**src/rtl/uart_pkg.sv**
```systemverilog
// Shared definitions for the UART transmit arbiter slice: FSM encoding,
// default start timeout and an index-width helper.
package uart_pkg;

  typedef enum logic [1:0] {
    IDLE  = 2'd0,
    START = 2'd1,
    XMIT  = 2'd2,
    DONE  = 2'd3
  } state_t;

  localparam int DEFAULT_START_TIMEOUT = 64;

  // Width of an index into n lanes; never narrower than one bit.
  function automatic int idx_width(input int n);
    return (n > 1) ? $clog2(n) : 1;
  endfunction

endpackage

```
**src/rtl/uart_rr_arbiter.sv**
```systemverilog
// Combinational round-robin picker: the first set req bit at or above
// rr_ptr, wrapping modulo NUM_REQ, as a one-hot grant plus its index.
module uart_rr_arbiter
  import uart_pkg::*;
#(
  parameter  int NUM_REQ = 4,
  localparam int IW      = idx_width(NUM_REQ)
) (
  input  logic [NUM_REQ-1:0] req,
  input  logic [IW-1:0]      rr_ptr,
  output logic [NUM_REQ-1:0] gnt,
  output logic [IW-1:0]      gnt_idx,
  output logic               gnt_valid
);

  logic [IW-1:0] sel;

  // Walk lanes starting at rr_ptr; the first requesting lane wins.
  always_comb begin
    gnt       = '0;
    gnt_idx   = '0;
    gnt_valid = 1'b0;
    sel       = '0;
    for (int k = 0; k < NUM_REQ; k++) begin
      sel = IW'((int'(rr_ptr) + k) % NUM_REQ);
      if (!gnt_valid && req[sel]) begin
        gnt_valid = 1'b1;
        gnt_idx   = sel;
        gnt[sel]  = 1'b1;
      end
    end
  end

endmodule

```
**src/rtl/uart_tx_arbiter.sv**
```systemverilog
// Shares one UART transmitter among NUM_REQ requesters. A winner's byte and
// parity settings are latched on grant and held until the next grant; the
// FSM then waits for the transmitter to go busy and idle again.
//
// Handshake: req is a level held by a requester until it sees its grant
// pulse, and dropped the cycle after; req is only looked at in IDLE.
// tx_en is held high until busy is sampled high (or the start timeout
// expires), and the frame is considered finished when busy is sampled low
// in XMIT.
module uart_tx_arbiter
  import uart_pkg::*;
#(
  parameter int NUM_REQ       = 4,
  parameter int DATA_WIDTH    = 8,
  parameter int START_TIMEOUT = DEFAULT_START_TIMEOUT
) (
  input  logic                          tx_clk,
  input  logic                          rst,
  input  logic [NUM_REQ-1:0]            req,
  input  logic [NUM_REQ*DATA_WIDTH-1:0] req_data,
  input  logic [NUM_REQ-1:0]            req_parity_en,
  input  logic [NUM_REQ-1:0]            req_parity_type,
  output logic [NUM_REQ-1:0]            grant,
  output logic [NUM_REQ-1:0]            complete,
  output logic                          timeout_err,
  output logic                          tx_en,
  output logic [DATA_WIDTH-1:0]         data_in,
  output logic                          parity_en,
  output logic                          odd_r_even_parity,
  input  logic                          busy,
  output state_t                        state_dbg
);

  localparam int IW = idx_width(NUM_REQ);
  localparam int CW = $clog2(START_TIMEOUT + 1);

  state_t               state, state_next;
  logic [IW-1:0]        rr_ptr;
  logic [IW-1:0]        owner;
  logic [CW-1:0]        cnt;
  logic [NUM_REQ-1:0]   arb_gnt;
  logic [IW-1:0]        arb_idx;
  logic                 arb_valid;
  logic                 do_grant;
  logic                 do_started;
  logic                 do_timeout;
  logic                 do_xmit_end;
  logic                 do_done;
  logic [IW-1:0]        owner_next_ptr;

  uart_rr_arbiter #(.NUM_REQ(NUM_REQ)) u_rr (
    .req       (req),
    .rr_ptr    (rr_ptr),
    .gnt       (arb_gnt),
    .gnt_idx   (arb_idx),
    .gnt_valid (arb_valid)
  );

  assign state_dbg      = state;
  assign owner_next_ptr = (owner == IW'(NUM_REQ - 1)) ? '0 : owner + 1'b1;

  // Next-state logic and the per-edge event strobes that drive the datapath.
  always_comb begin
    state_next  = state;
    do_grant    = 1'b0;
    do_started  = 1'b0;
    do_timeout  = 1'b0;
    do_xmit_end = 1'b0;
    do_done     = 1'b0;
    case (state)
      IDLE: begin
        if (arb_valid) begin
          do_grant   = 1'b1;
          state_next = START;
        end
      end
      START: begin
        if (busy) begin
          do_started = 1'b1;
          state_next = XMIT;
        end else if (cnt == CW'(START_TIMEOUT - 1)) begin
          do_timeout = 1'b1;
          state_next = IDLE;
        end
      end
      XMIT: begin
        if (!busy) begin
          do_xmit_end = 1'b1;
          state_next  = DONE;
        end
      end
      DONE: begin
        do_done    = 1'b1;
        state_next = IDLE;
      end
      default: state_next = IDLE;
    endcase
  end

  // State register.
  always_ff @(posedge tx_clk or negedge rst) begin
    if (!rst) state <= IDLE;
    else      state <= state_next;
  end

  // Latched transmitter lanes, pulses, round-robin pointer and start counter.
  always_ff @(posedge tx_clk or negedge rst) begin
    if (!rst) begin
      grant             <= '0;
      complete          <= '0;
      timeout_err       <= 1'b0;
      tx_en             <= 1'b0;
      data_in           <= '0;
      parity_en         <= 1'b0;
      odd_r_even_parity <= 1'b0;
      owner             <= '0;
      rr_ptr            <= '0;
      cnt               <= '0;
    end else begin
      grant       <= do_grant ? arb_gnt : '0;
      complete    <= do_xmit_end ? (NUM_REQ'(1) << owner) : '0;
      timeout_err <= do_timeout;

      if (do_grant)                      tx_en <= 1'b1;
      else if (do_started || do_timeout) tx_en <= 1'b0;

      if (do_grant) begin
        owner             <= arb_idx;
        data_in           <= req_data[arb_idx*DATA_WIDTH +: DATA_WIDTH];
        parity_en         <= req_parity_en[arb_idx];
        odd_r_even_parity <= req_parity_type[arb_idx];
      end

      // Advance past the owner whether its frame finished or never started.
      if (do_done || do_timeout) rr_ptr <= owner_next_ptr;

      if (do_grant)
        cnt <= '0;
      else if (state == START && !busy && cnt != CW'(START_TIMEOUT))
        cnt <= cnt + 1'b1;
    end
  end

endmodule

```
**config.mk**
```make
export PLATFORM = sky130hd
export DESIGN_NAME = uart_tx_arbiter
export DESIGN_NICKNAME = d
export VERILOG_FILES = /design/src/rtl/uart_pkg.sv /design/src/rtl/uart_rr_arbiter.sv /design/src/rtl/uart_tx_arbiter.sv
export SDC_FILE = /design/constraint.sdc
export NUM_CORES = 1
export LEC_CHECK = 0
export BUFFER_PORTS_ARGS = -buffer_cell sky130_fd_sc_hd__buf_2
export CAP_MARGIN = 20
export CORE_ASPECT_RATIO = 0.75
export CORE_MARGIN = 2
export CORE_UTILIZATION = 30
export CTS_BUF_LIST = sky130_fd_sc_hd__clkbuf_16
export CTS_CLUSTER_SIZE = 8
export DETAILED_ROUTE_END_ITERATION = 6
export PLACE_DENSITY = 0.6
export SYNTH_ARGS = -nofsm -noshare
export SYNTH_HDL_FRONTEND = slang
export SYNTH_SLANG_ARGS = --single-unit
```
**constraint.sdc**
```tcl
create_clock -name tx_clk -period 3.3 [get_ports tx_clk]
set_clock_uncertainty 0.05 [all_clocks]
set_input_delay 0.66 -clock tx_clk [delete_from_list [all_inputs] [get_ports tx_clk]]
set_output_delay 0.66 -clock tx_clk [all_outputs]
set_load 0.01 [all_outputs]
```
======== Yosys cells after proc, flatten, opt, wreduce, memory -nomap -nowiden ========
Index checks and enable logic that the tools add are counted.
storage, ports and cells
  word-level logic and storage cells ...... 112
  input port bits ......................... 47
  output and inout port bits .............. 22
  bits in registers ....................... 33
operators by class
  reductions and logical operators ........ 19
  bitwise operators ....................... 3
  $lt $le $gt $ge ......................... 9
  $add $sub $neg .......................... 5
  equality and inequality tests ........... 9
  muxes and demuxes ....................... 54
  shifts and indexed selects .............. 2
operators with widths
  cell                                                               number
  indexed part select 32 x 6 -> 8 bit                                1
  two-way mux 1 bit                                                  26
  two-way mux 4 bit                                                  6
  two-way mux 2 bit                                                  9
  less-than comparator 2 x 3 -> 1 bit, second input constant         5
  two-way mux 7 bit                                                  2
  binary-select mux 1 bit (select 2 bit)                             6
  OR 4 bit                                                           3
  logical AND 1 bit                                                  9
  demux 1 bit (select 2 bit)                                         4
  greater-or-equal comparator 2 x 1 -> 1 bit, second input constant  4
  one-hot mux 2 bit (4 select lines)                                 1
  adder 7 x 1 -> 7 bit, second input constant                        1
  equality test 7 x 6 -> 1 bit, second input constant                1
  != test 7 bit, second input constant                               1
  equality test 2 bit, second input constant                         3
  adder 2 x 1 -> 2 bit, second input constant                        2
  adder 2 bit, second input constant                                 2
  logical NOT 1 bit                                                  4
  != test 2 bit, second input constant                               2
  nonzero test 2 bit                                                 2
  << shifter 1 x 2 -> 4 bit, first input constant                    1
  != test 3 bit, second input constant                               1
  AND reduction 3 bit                                                1
  3 further kinds                                                    4

======== Longest topological paths before layout ========
  word-level depth ........................ 15
  depth in mapped cells ................... 10
  mapped depth without buffers ............ 8

======== Cells and area by module ========
Synthesis repeated with hierarchy kept, for this count alone.
unflattened totals
  cells, all modules ...................... 194
  area, all modules ....................... 2,079.5 µm²
modules (own cells, without submodules)
  module           seq. area each (µm²)  times used  area an instance (µm²)  cells each
  uart_tx_arbiter  825.8                 1           1,660.3                 149
  uart_rr_arbiter  0.0                   1           419.2                   45

======== Worst setup path after synthesis ========
OpenSTA, ideal clock, no wires.
  path kind ............................... reg2reg
  start ................................... reg rr_ptr[0]
  end ..................................... reg odd_r_even_parity
  arrival time ............................ 2,762 ps
  path buffers ............................ 2
  slack ................................... 350 ps
  library setup time ...................... 138 ps
  required time ........................... 3,112 ps
  clock period less this slack ............ 2,950 ps
  cell stages (with the launch flop) ...... 11
  path through ............................ dfrtp_1 clkbuf_8 inv_1 ha_1 or3_4 or4b_4 o311ai_2 o21bai_4 a31o_2 buf_6 o221ai_1
on the way
  longest elaborated chain between the ends .. 14
  elaborated cells on any way between the ends .. 29
  those cells by class .................... 3 x add/sub; 20 x mux; 6 x reduce/logical
RTL lines
  what                                                                           RTL line                text
  from (decl)                                                                    uart_tx_arbiter.sv:38   logic [IW-1:0] rr_ptr;
  from (signal assigned)                                                         uart_tx_arbiter.sv:135  if (do_done || do_timeout) rr_ptr <= owner_next_ptr;
  parallel branches: the longest is 14 deep, another holds adder 2 x 1 -> 2 bit  -
  to (signal assigned)                                                           uart_tx_arbiter.sv:131  odd_r_even_parity <= req_parity_type[arb_idx];
  to (decl)                                                                      uart_tx_arbiter.sv:29   output logic odd_r_even_parity,
Several ways; the timed one is not identified. The select of a mux whose other input is x is not followed.
A chain may end at the register's enable or synchronous reset.

======== Final worst setup path ========
Same ends and word-level chain as after synthesis.

==> implementation parameters <==
Parameter                              Value

Synth
  Yosys top cell by area ... dfrtp_1
  Share of the synthesized area in compound gates (AO/OA/AOI/OAI) ... 0.157
  Number of library cell types mapped by synthesis ... 43
  Post-Synthesis Net Count ... 266
  Yosys warning total ... 0
  Number of storage elements in the synthesis netlist ... 33
  Fraction of synthesis flops using an asynchronous set or reset pin ... 1.00
  Mapped Area ... 2210 um2
  Post-Synth Adder-Cell Area ... 0.0792
  Leading post-synthesis cells by cell area ... dfrtp_1 (37%), mux2i_1 (12%), ha_1 (7.9%)
  Main combinational cell family by area after synthesis ... compound AO/OA/AOI/OAI gates
  Leading register cell type out of synthesis ... dfrtp_1
  Area share of xor/xnor cells in the synthesized design ... 0.0238
  Simple-gate share of the synthesized area ... 0.155
  Post-synthesis cell count ... 205
  Number of enable-type register cells in the synthesized netlist ... 0
  Mux share of post-synthesis cell area ... 0.153
  Avg Inst Size Synth ... 10.8 um2
  Share of the yosys chip area belonging to registers ... 0.373
  Share of the synthesized area in the top cell type ... 0.373

STA
  Fraction of the cycle the final worst path needs ... 0.849
  Final Critical Period ... 2.80 ns
  Worst slew margin relative to its limit ... 0.510
  Upper clock frequency limit ... 357 MHz
  Setup repair after global routing missed its margin ... false
  Total count of hold-check failures in the final report ... 0
  Setup TNS ... 0 ns
  Fin. max-slew vios ... 0
  Setup ws final ... 0.497 ns
  Tightest Pin Transition ... 0.735 ns
  Final setup violating endpoints ... 0

Worst setup path
  List of cells traversed by the critical path ... inv_1, ha_1, or3_4, or4b_4, o311ai_2, o21bai_4, nand3_2, o221ai_1
  Data required time of the worst path ... 3.43 ns
  Data arrival time of the critical path ... 2.93 ns
  Path depth of the worst reg2reg path ... 8
  Timing startpoint of the critical path ... rr_ptr[0]
  Critical path start-end classification ... register to register
  Critical register-to-register path startpoint ... rr_ptr[0]
  CP max stage cell ... or4b_4
  Crit path max fanout ... 11
  Crit-path max cell delay ... 0.49 ns
  Reg-to-reg critical path endpoint ... odd_r_even_parity
  Critical path endpoint category ... register
  Setup slack, reg-to-reg ... 0.50 ns
  Critical Path Start Type ... register

Clock network
  Hold_buf cts ... 0
  Number of buffers added by the clock tree synthesis step ... 5
  Library cell used as clock root buffer ... clkbuf_16
  Number of H-tree levels ... 2
  CTS tree ... yes
  Worst-skew pair later-pin latency ... 0.27 ns
  Total number of clock tree sinks ... 33
  Clock-pin slew reported for the worst setup and hold paths after clock tree synthesis ... 0.05 ns
  Clock Tree Buf Depth ... 2
  Buffer count from post-CTS setup fixing ... 0
  Gates resized, CTS repair ... 0

Drt
  Via density per instance ... 4.69
  Drt first pass iters ... 4
  DRC Markers ... 0
  Average routed wire per standard cell ... 13.7 um
  Via Count ... 1773
  Number of nets with antenna violations after routing ... 0
  1st-iter DRT viols ... 164
  DRT Wirelength ... 5.19 mm

Floorplan
  Initial core utilization ... 0.306
  Area of the die ... 8080 um2
  Core outline area ... 7230 um2
  Total I/O pin count ... 69
  Height of the die ... 78.4 um
  DIE WIDTH ... 103 um
  Number of cell rows ... 27

Min path
  Worst Hold Class ... primary input to async pin

Power
  Power density normalized to cell area ... 931 nW/um2
  Worst-case vdd ir drop ... 0.000409 V
  Overall power after layout ... 0.00261 W
  Leak pwr ... 1.38 nW

Placement
  Count of input and output buffers ... 68
  Placer's final routability congestion estimate ... 0.880
  Half-perimeter wire length after placement ... 3.95 mm
  Pre-CTS setup slack ... 0.460 ns
  Instance area after placement ... 2640 um2

Cells and area
  Ant diodes ... 0
  Layout net count ... 337
  Post-route cell area ... 2800 um2
  Share of cells above drive strength 1 ... 0.357
  Layout Area Growth over Synthesis ... 26.8%
  Number of fill cells ... 742

Global routing
  Global-route wire length before repair ... 8.08 mm
  GR Overflow Total ... 0
  Initial antenna violation count ... 0
  Largest net degree at the start of global routing ... 34
  GRT Resource Usage Total ... 0.127
  Via count of the first global-routing pass ... 1643

Outcome
  Status ... finished clean

Run
  Max-capacitance violation count ... 0
cells in the final DEF (no fill, tap or decap), types with 4 or more instances in the layout:
master	instances
dfrtp_1	33
o21ai_0	10
buf_2	68
a22oi_1	4
nand2_1	16
clkbuf_16	5
buf_4	6
ha_1	14
o221ai_2	9
mux2i_1	26
and2_1	5
nor2_1	25
inv_1	8
a221oi_1	4
power by group:
part	leakage [nW]	switching [W]	internal [W]	total, W
clock network	0.0826	0.000159	0.000350	0.000509
registers	0.429	0.0000862	0.000543	0.000629
logic	0.864	0.000815	0.000657	0.00147
total	1.38	0.00106	0.00155	0.00261
routing by layer:
metal	wire length (um)	GRT usage	vias up
met5	0	0	-
met3	363	0.0312	4
li1	-	-	888
met2	2140	0.184	57
met1	2660	0.193	824
met4	31	0.0237	0
final cells by class:
class | instances | area, um2 | share of cell area
Clock buffer | 5 | 125 | 0.0446
Inverter | 7 | 26.3 | 0.00937
Tap cell | 101 | 126 | 0.0451
Timing Repair Buffer | 75 | 405 | 0.145
Sequential cell | 33 | 826 | 0.295
Clock inverter | 3 | 37.5 | 0.0134
Multi-Input combinational cell | 154 | 1260 | 0.448
stage by stage:
stage / utilization / instances / hold WS (ns)
after detailed placement: 0.365 / 370 / 0.422
after global placement: 0.365 / 370 / 0.422
after floorplan: - / 205 / 0.314
final: 0.388 / 378 / 0.402
after global routing: 0.388 / 378 / 0.455
after CTS: 0.388 / 378 / 0.434
cell usage after synthesis, drive strengths merged, types with 2 or more instances:
| cell | count |
|---|---|
| buf | 10 |
| and2 | 5 |
| xnor2 | 3 |
| mux2i | 26 |
| dfrtp | 33 |
| nand2 | 16 |
| nand2b | 2 |
| nor2 | 25 |
| and3 | 2 |
| xor2 | 3 |
| mux4 | 3 |
| a221oi | 4 |
| nor2b | 2 |
| nor3 | 2 |
| a22oi | 4 |
| inv | 7 |
| ha | 14 |
| o21ai | 11 |
| or3 | 2 |
| o221ai | 10 |
| nor4 | 3 |
| nand3 | 4 |
kinds of logic (layout without fill, tap and decap cells):
kind of cell	after synthesis	in the layout
buf+inv	18	90
xor+xnor	6	6
mux	29	29
compound gates	37	37
flops	33	33
fa+ha+maj	14	14
simple gates	68	68
flip-flops by register name, summed over array words and instances (netlist names), named ones only:
signal,flops
data_in,8
cnt,7
complete,4
grant,4
owner,2
rr_ptr,2
odd_r_even_parity,1
parity_en,1
state_dbg,1
timeout_err,1
tx_en,1
how the worst max path moves through the flow:
stage | end
after detailed placement | odd_r_even_parity
final | odd_r_even_parity
after global placement | data_in[4]
after CTS | odd_r_even_parity
after floorplan | odd_r_even_parity
after global routing | data_in[2]
critical path: cells and delay by family, from the launching register on:
family	cells	cell delay, ns
AOI/OAI and AO/OA	3	0.64
and+or+nand+nor	3	1.20
adders and majority gates	1	0.28
buffers and inverters	1	0.17
DFF	1	0.38
No activity file was read; power rests on OpenSTA's default activity.
